**src/rtl/display_pkg.sv**
```systemverilog
// Shared display-domain definitions: Midas power-sequencer states and
// default panel timing for a 40 MHz display clock.
package display_pkg;

    typedef enum logic [3:0] {
        ST_OFF         = 4'd0,
        ST_EN_WAIT     = 4'd1,
        ST_BLANK_UP    = 4'd2,
        ST_BL_ON_WAIT  = 4'd3,
        ST_ON          = 4'd4,
        ST_BL_OFF_WAIT = 4'd5,
        ST_BLANK_DN    = 4'd6,
        ST_OFF_HOLD    = 4'd7,
        ST_FAULT       = 4'd8
    } pwr_state_t;

    localparam int unsigned DEF_T_EN_CYCLES      = 4000;
    localparam int unsigned DEF_BLANK_FRAMES     = 2;
    localparam int unsigned DEF_T_BL_ON_CYCLES   = 400000;
    localparam int unsigned DEF_T_BL_OFF_CYCLES  = 400000;
    localparam int unsigned DEF_T_OFF_MIN_CYCLES = 4000000;
    localparam bit          DEF_VSYNC_ACTIVE_LOW = 1'b1;
    localparam int unsigned DEF_CNT_W            = 26;

    // A requested length of zero behaves as one.
    function automatic int unsigned at_least_one(input int unsigned n);
        return (n == 0) ? 1 : n;
    endfunction

endpackage

```
**src/rtl/midas_power_sequencer_edge_detect.sv**
```systemverilog
// Registered active-edge detector for vsync-style strobes; the pulse lags
// the input edge by one clock and honours the configured polarity.
module edge_detect #(
    parameter bit ACTIVE_LOW = 1'b1
) (
    input  logic clk,
    input  logic reset,
    input  logic sig_in,
    output logic pulse
);

    logic sig_q;

    always_ff @(posedge clk) begin
        if (reset) begin
            sig_q <= ACTIVE_LOW;
            pulse <= 1'b0;
        end else begin
            sig_q <= sig_in;
            pulse <= (sig_in ^ ACTIVE_LOW) & ~(sig_q ^ ACTIVE_LOW);
        end
    end

endmodule

```
**src/rtl/midas_power_sequencer.sv**
```systemverilog
// Midas RGB panel power sequencer: orders disp_en, video_en and backlight_en.
// Define MIDAS_PWR_WATCHDOG_EN to add the missing-vsync watchdog and FAULT state.
module midas_power_sequencer
    import display_pkg::*;
#(
    parameter int unsigned T_EN_CYCLES      = DEF_T_EN_CYCLES,
    parameter int unsigned BLANK_FRAMES     = DEF_BLANK_FRAMES,
    parameter int unsigned T_BL_ON_CYCLES   = DEF_T_BL_ON_CYCLES,
    parameter int unsigned T_BL_OFF_CYCLES  = DEF_T_BL_OFF_CYCLES,
    parameter int unsigned T_OFF_MIN_CYCLES = DEF_T_OFF_MIN_CYCLES,
    parameter bit          VSYNC_ACTIVE_LOW = DEF_VSYNC_ACTIVE_LOW,
    parameter int unsigned CNT_W            = DEF_CNT_W
) (
    input  logic       clk_display,
    input  logic       reset,
    input  logic       cmd_valid,
    output logic       cmd_ready,
    input  logic       cmd_on,
    input  logic       vsync_in,
    output logic       disp_en,
    output logic       video_en,
    output logic       backlight_en,
    output logic       panel_on,
    output logic [3:0] state_o,
    output logic       fault
);

    localparam int unsigned EN_N = at_least_one(T_EN_CYCLES);
    localparam logic [CNT_W-1:0] EN_LAST     = CNT_W'(EN_N - 1);
    localparam logic [CNT_W-1:0] FR_LAST     = CNT_W'(at_least_one(BLANK_FRAMES) - 1);
    localparam logic [CNT_W-1:0] BL_ON_LAST  = CNT_W'(at_least_one(T_BL_ON_CYCLES) - 1);
    localparam logic [CNT_W-1:0] BL_OFF_END  = CNT_W'(at_least_one(T_BL_OFF_CYCLES));
    localparam logic [CNT_W-1:0] OFF_LAST    = CNT_W'(at_least_one(T_OFF_MIN_CYCLES) - 1);

    pwr_state_t       state, state_next;
    logic [CNT_W-1:0] cnt, cnt_next;
    logic             tick;
    logic             accept;
    logic             recover;
    logic             cmd_ready_n, disp_en_n, video_en_n, backlight_en_n;

    edge_detect #(
        .ACTIVE_LOW(VSYNC_ACTIVE_LOW)
    ) u_vsync_edge (
        .clk    (clk_display),
        .reset  (reset),
        .sig_in (vsync_in),
        .pulse  (tick)
    );

`ifdef MIDAS_PWR_WATCHDOG_EN
    localparam int unsigned WD_LIMIT = 4 * EN_N * 256;
    localparam int unsigned WD_W     = $clog2(WD_LIMIT);
    localparam logic [WD_W-1:0] WD_LAST = WD_W'(WD_LIMIT - 1);

    logic [WD_W-1:0] wd_cnt, wd_next;
    logic            wd_watch;
    logic            fault_n;
`endif

    assign accept  = cmd_valid & cmd_ready;
    assign state_o = state;

    always_comb begin
        state_next = state;
        cnt_next   = cnt;
        recover    = 1'b0;
`ifdef MIDAS_PWR_WATCHDOG_EN
        wd_watch   = 1'b0;
        wd_next    = '0;
`endif
        case (state)
            ST_OFF: begin
                if (accept && cmd_on) state_next = ST_EN_WAIT;
            end
            ST_EN_WAIT: begin
                if (cnt == EN_LAST) state_next = ST_BLANK_UP;
                else                cnt_next   = cnt + CNT_W'(1);
            end
            ST_BLANK_UP: begin
`ifdef MIDAS_PWR_WATCHDOG_EN
                wd_watch = 1'b1;
`endif
                if (tick) begin
                    if (cnt == FR_LAST) state_next = ST_BL_ON_WAIT;
                    else                cnt_next   = cnt + CNT_W'(1);
                end
            end
            ST_BL_ON_WAIT: begin
                if (cnt == BL_ON_LAST) state_next = ST_ON;
                else                   cnt_next   = cnt + CNT_W'(1);
            end
            ST_ON: begin
                if (accept && !cmd_on) state_next = ST_BL_OFF_WAIT;
            end
            // Counter parks at the full delay; only then is a frame tick honoured.
            ST_BL_OFF_WAIT: begin
                if (cnt != BL_OFF_END) begin
                    cnt_next = cnt + CNT_W'(1);
                end else begin
`ifdef MIDAS_PWR_WATCHDOG_EN
                    wd_watch = 1'b1;
`endif
                    if (tick) state_next = ST_BLANK_DN;
                end
            end
            ST_BLANK_DN: begin
`ifdef MIDAS_PWR_WATCHDOG_EN
                wd_watch = 1'b1;
`endif
                if (tick) begin
                    if (cnt == FR_LAST) state_next = ST_OFF_HOLD;
                    else                cnt_next   = cnt + CNT_W'(1);
                end
            end
            ST_OFF_HOLD: begin
                if (cnt == OFF_LAST) state_next = ST_OFF;
                else                 cnt_next   = cnt + CNT_W'(1);
            end
`ifdef MIDAS_PWR_WATCHDOG_EN
            ST_FAULT: begin
                if (accept && !cmd_on) state_next = ST_OFF_HOLD;
            end
`endif
            default: begin
                state_next = ST_OFF;
                recover    = 1'b1;
            end
        endcase

`ifdef MIDAS_PWR_WATCHDOG_EN
        if (wd_watch && !tick) begin
            if (wd_cnt == WD_LAST) state_next = ST_FAULT;
            else                   wd_next    = wd_cnt + WD_W'(1);
        end
`endif

        if (state_next != state) begin
            cnt_next = '0;
`ifdef MIDAS_PWR_WATCHDOG_EN
            wd_next  = '0;
`endif
        end

        // Outputs are decoded from the next state so they register in step with it.
        disp_en_n      = !recover && (state_next inside {ST_EN_WAIT, ST_BLANK_UP, ST_BL_ON_WAIT,
                                                         ST_ON, ST_BL_OFF_WAIT, ST_BLANK_DN});
        video_en_n     = !recover && (state_next inside {ST_BL_ON_WAIT, ST_ON, ST_BL_OFF_WAIT});
        backlight_en_n = !recover && (state_next == ST_ON);
`ifdef MIDAS_PWR_WATCHDOG_EN
        cmd_ready_n    = !recover && (state_next inside {ST_OFF, ST_ON, ST_FAULT});
        fault_n        = !recover && (state_next == ST_FAULT);
`else
        cmd_ready_n    = !recover && (state_next inside {ST_OFF, ST_ON});
`endif
    end

    always_ff @(posedge clk_display) begin
        if (reset) begin
            state        <= ST_OFF;
            cnt          <= '0;
            cmd_ready    <= 1'b0;
            disp_en      <= 1'b0;
            video_en     <= 1'b0;
            backlight_en <= 1'b0;
            panel_on     <= 1'b0;
`ifdef MIDAS_PWR_WATCHDOG_EN
            wd_cnt       <= '0;
            fault        <= 1'b0;
`endif
        end else begin
            state        <= state_next;
            cnt          <= cnt_next;
            cmd_ready    <= cmd_ready_n;
            disp_en      <= disp_en_n;
            video_en     <= video_en_n;
            backlight_en <= backlight_en_n;
            panel_on     <= backlight_en_n;
`ifdef MIDAS_PWR_WATCHDOG_EN
            wd_cnt       <= wd_next;
            fault        <= fault_n;
`endif
        end
    end

`ifndef MIDAS_PWR_WATCHDOG_EN
    assign fault = 1'b0;
`endif

endmodule

```
**config.mk**
```make
export PLATFORM = sky130hd
export DESIGN_NAME = midas_power_sequencer
export DESIGN_NICKNAME = d
export VERILOG_FILES = /design/src/rtl/display_pkg.sv /design/src/rtl/midas_power_sequencer_edge_detect.sv /design/src/rtl/midas_power_sequencer.sv
export SDC_FILE = /design/constraint.sdc
export NUM_CORES = 1
export LEC_CHECK = 0
export BUFFER_PORTS_ARGS = -buffer_cell sky130_fd_sc_hd__buf_2
export CAP_MARGIN = 20
export CORE_MARGIN = 5
export CORE_UTILIZATION = 30
export DETAILED_ROUTE_END_ITERATION = 12
export SYNTH_ARGS = -nofsm -noshare
export SYNTH_HDL_FRONTEND = slang
export SYNTH_SLANG_ARGS = --single-unit
export TNS_END_PERCENT = 100
```
**constraint.sdc**
```tcl
create_clock -name clk_display -period 3.8 [get_ports clk_display]
set_input_delay 0.38 -clock clk_display [delete_from_list [all_inputs] [get_ports clk_display]]
set_output_delay 0.38 -clock clk_display [all_outputs]
set_load 0.02 [all_outputs]
```
==> metrics.csv <==
stage;metric;value;unit
power_and_ir_drop;Max IR drop VDD;0.0001265;V
floorplanning;Ports;15;
floorplanning;starting density of the core;30.87;%
timing;final worst slack;0.6382;ns
logic_synthesis;top cell type's share of synthesized area;34.37;%
power_and_ir_drop;Overall Power;660.0;µW
final_layout;Final Instance Count excl. Fillers;357;
place;number of port buffers;13;
timing;Slew Viols, Final;0;
hold_path;Hold Path Class;in -> reg;
logic_synthesis;area leader, netlist;dfxtp_1;
timing;final hold vios;0;
floorplanning;Rows;30;
run;Max Cap Viol;0;
global_route;vias in the first global route;1613;
final_layout;Layout Utilization;34.05;%
cts;CTS tree;built;
timing;fmax;316.3;MHz
worst_setup_path;crit-path max cell delay;0.57;ns
power_and_ir_drop;LEAKAGE;0.7307;nW
final_layout;final instance area;2313;µm²
power_and_ir_drop;cell area power density;285.3;nW/µm²
global_route;first-pass GRT wire length;7.686;mm
detailed_routing;Total Wirelength;4.470;mm
place;dpl ws;0.6327;ns
cts;clk_lat worst skew;0.29;ns
global_route;GRT met2 Usage;17.15;%
worst_setup_path;family with the most delay on the worst path;simple AND/OR/NAND/NOR gates;
timing;Worst Hold Slack;0.2895;ns
global_route;met1 usage;14.85;%
timing;fin crit period;3.162;ns
logic_synthesis;Yosys reg bits;36;
detailed_routing;vias per cell;4.826;
logic_synthesis;post-synthesis sequential area ratio;34.37;%
global_route;busiest grt layer;met2;
detailed_routing;detailed-route via count;1723;
place;DP Area;2236;µm²
cts;CTS max path bufs;2;
cts;Post-CTS Setup Repair Bufs;0;
timing;final setup vio count;0;
timing;setup_tns;0;ns
cts;clock tree root driver cell;clkbuf_8;
cts;CTS clock-pin slew for the worst setup and hold paths;0.07;ns
detailed_routing;antenna-violating nets left;0;
global_route;GR Overflow Total;0;
detailed_routing;DR iter-0 viols;117;
cts;Num CTS Buffers;5;
timing;Worst Tran Pin Value;0.4987;ns
cts;Sink Count;36;
floorplanning;Die H;93.61;µm
logic_synthesis;Unique masters post-synth;47;
global_route;largest net degree at the start of global routing;27;
worst_setup_path;Critical Path AT;3.33;ns
detailed_routing;Pre-antenna DRT Iters;4;
cts;CTS Hold Bufs;0;
timing;unrepaired setup endpoints after global routing;no;
cts;post-cts resize count;0;
logic_synthesis;number of synthesized flops with an enable pin;0;
logic_synthesis;syn avg cell area;8.321;µm²
global_route;initial antenna violation count;0;
timing;Worst slew margin;66.29;%
worst_setup_path;Slowest cell on crit path;or4b_4;
worst_setup_path;worst-path cell chain;or4b_4 -> or4_4 -> nor4_4 -> o22ai_2 -> a2111oi_4 -> mux2i_4 -> buf_4 -> nor2_1;
outcome;status;finished clean;
detailed_routing;Avg WL per Cell;12.52;µm
timing;final worst-path cycle share;83.20;%
worst_setup_path;maximum fanout along the worst path;26;
logic_synthesis;synthesized cell area;2097;µm²
place;dpl hpwl;3.238;mm
logic_synthesis;most common cell in the netlist;dfxtp_1;
worst_setup_path;CP Class;reg -> reg;
logic_synthesis;Synth Instances;252;
logic_synthesis;top cells by area, synth;dfxtp_1 (34%), xnor2_1 (11%), nor2_2 (6.0%);
place;GPL Wtd Cong;0.8271;
worst_setup_path;Setup crit end kind;flop;
worst_setup_path;WP data required;3.96;ns
final_layout;Antenna diodes;0;
logic_synthesis;Synth async-reset ratio;0;%
final_layout;Synth-to-Final Area Change;10.32;%
logic_synthesis;top_reg_cell synth;dfxtp_1;
floorplanning;DIE AREA;8762;µm²
worst_setup_path;CP bufs+invs;1;
detailed_routing;DRC;0;
final_layout;# nets final;269;
cts;H-tree Lvls;2;
place;Placed Cells;350;
global_route;gr usage total;10.89;%
global_route;M3 GR Usage;1.931;%
floorplanning;chip width;93.61;µm
timing;skew final;0.004476;ns
logic_synthesis;Yosys Warn Count;0;
final_layout;layout cells sized above 1;22.61;%
floorplanning;Core Footprint;6794;µm²
logic_synthesis;synth cell count leaders;dfxtp_1 (36), xnor2_1 (26), nor2_1 (24), nor2_2 (20), nor3_1 (15);
worst_setup_path;CP startpoint kind;flop;
## final timing paths
path | start | end | slack (ns) | cells after the start
setup reg to reg | cnt[13] | cnt[25] | 0.64 | 8
hold / removal | vsync_in | u_vsync_edge.sig_q | 0.29 | 2
hold reg to reg | u_vsync_edge.sig_q | u_vsync_edge.pulse | 0.41 | 2
setup / recovery | cnt[13] | cnt[25] | 0.64 | 8
## sequential cells by signal (all words and copies together), names as in the netlist
name / flops
panel_on: 1
u_vsync_edge.sig_q: 1
video_en: 1
u_vsync_edge.pulse: 1
state_o: 4
disp_en: 1
cmd_ready: 1
cnt: 26
## power breakdown
part           internal [mW]  total (mW)  switching, mW
Sequential             0.380       0.382        0.00242
Combinational        0.00749      0.0223         0.0148
Clock                  0.125       0.256          0.131
Total                  0.512       0.660          0.148
## cells in the final DEF, fill, tap and decap left out, types with 12 or more instances in the layout
cell type,netlist,routed
nor3_1,15,15
inv_1,12,12
buf_2,2,13
nor4_1,13,13
nand2_1,14,14
nand3_1,13,13
nor2_1,24,24
dfxtp_1,36,36
xnor2_1,26,26
nor2_2,20,20
## kinds of logic after synthesis
| logic type | count (synthesis) | share of synthesized area (%) |
|---|---|---|
| xor+xnor | 26 | 10.86 |
| buf+inv | 27 | 6.026 |
| other cells | 1 | 0.1788 |
| compound gates | 16 | 6.504 |
| simple gates | 142 | 39.62 |
| flops | 36 | 34.37 |
| mux | 1 | 0.6562 |
| fa+ha+maj | 3 | 1.790 |
## layout make-up
cell class	instances	area (µm²)
Clock buffer	6	72.57
Clock inverter	1	5.005
Fill cell	714	4481
Inverter	12	45.04
Multi-Input combinational cell	190	1262
Sequential cell	36	720.7
Tap cell	96	120.1
Timing Repair Buffer	16	87.58
## layer usage
metal	share of wire [%]	wire (µm)	vias to the layer above
met2	45	2024	18
li1	-	-	890
met1	51	2271	809
met3	2.2	100	6
met5	0	0	-
met4	1.6	73	0
(Power assumes the default switching activity.)
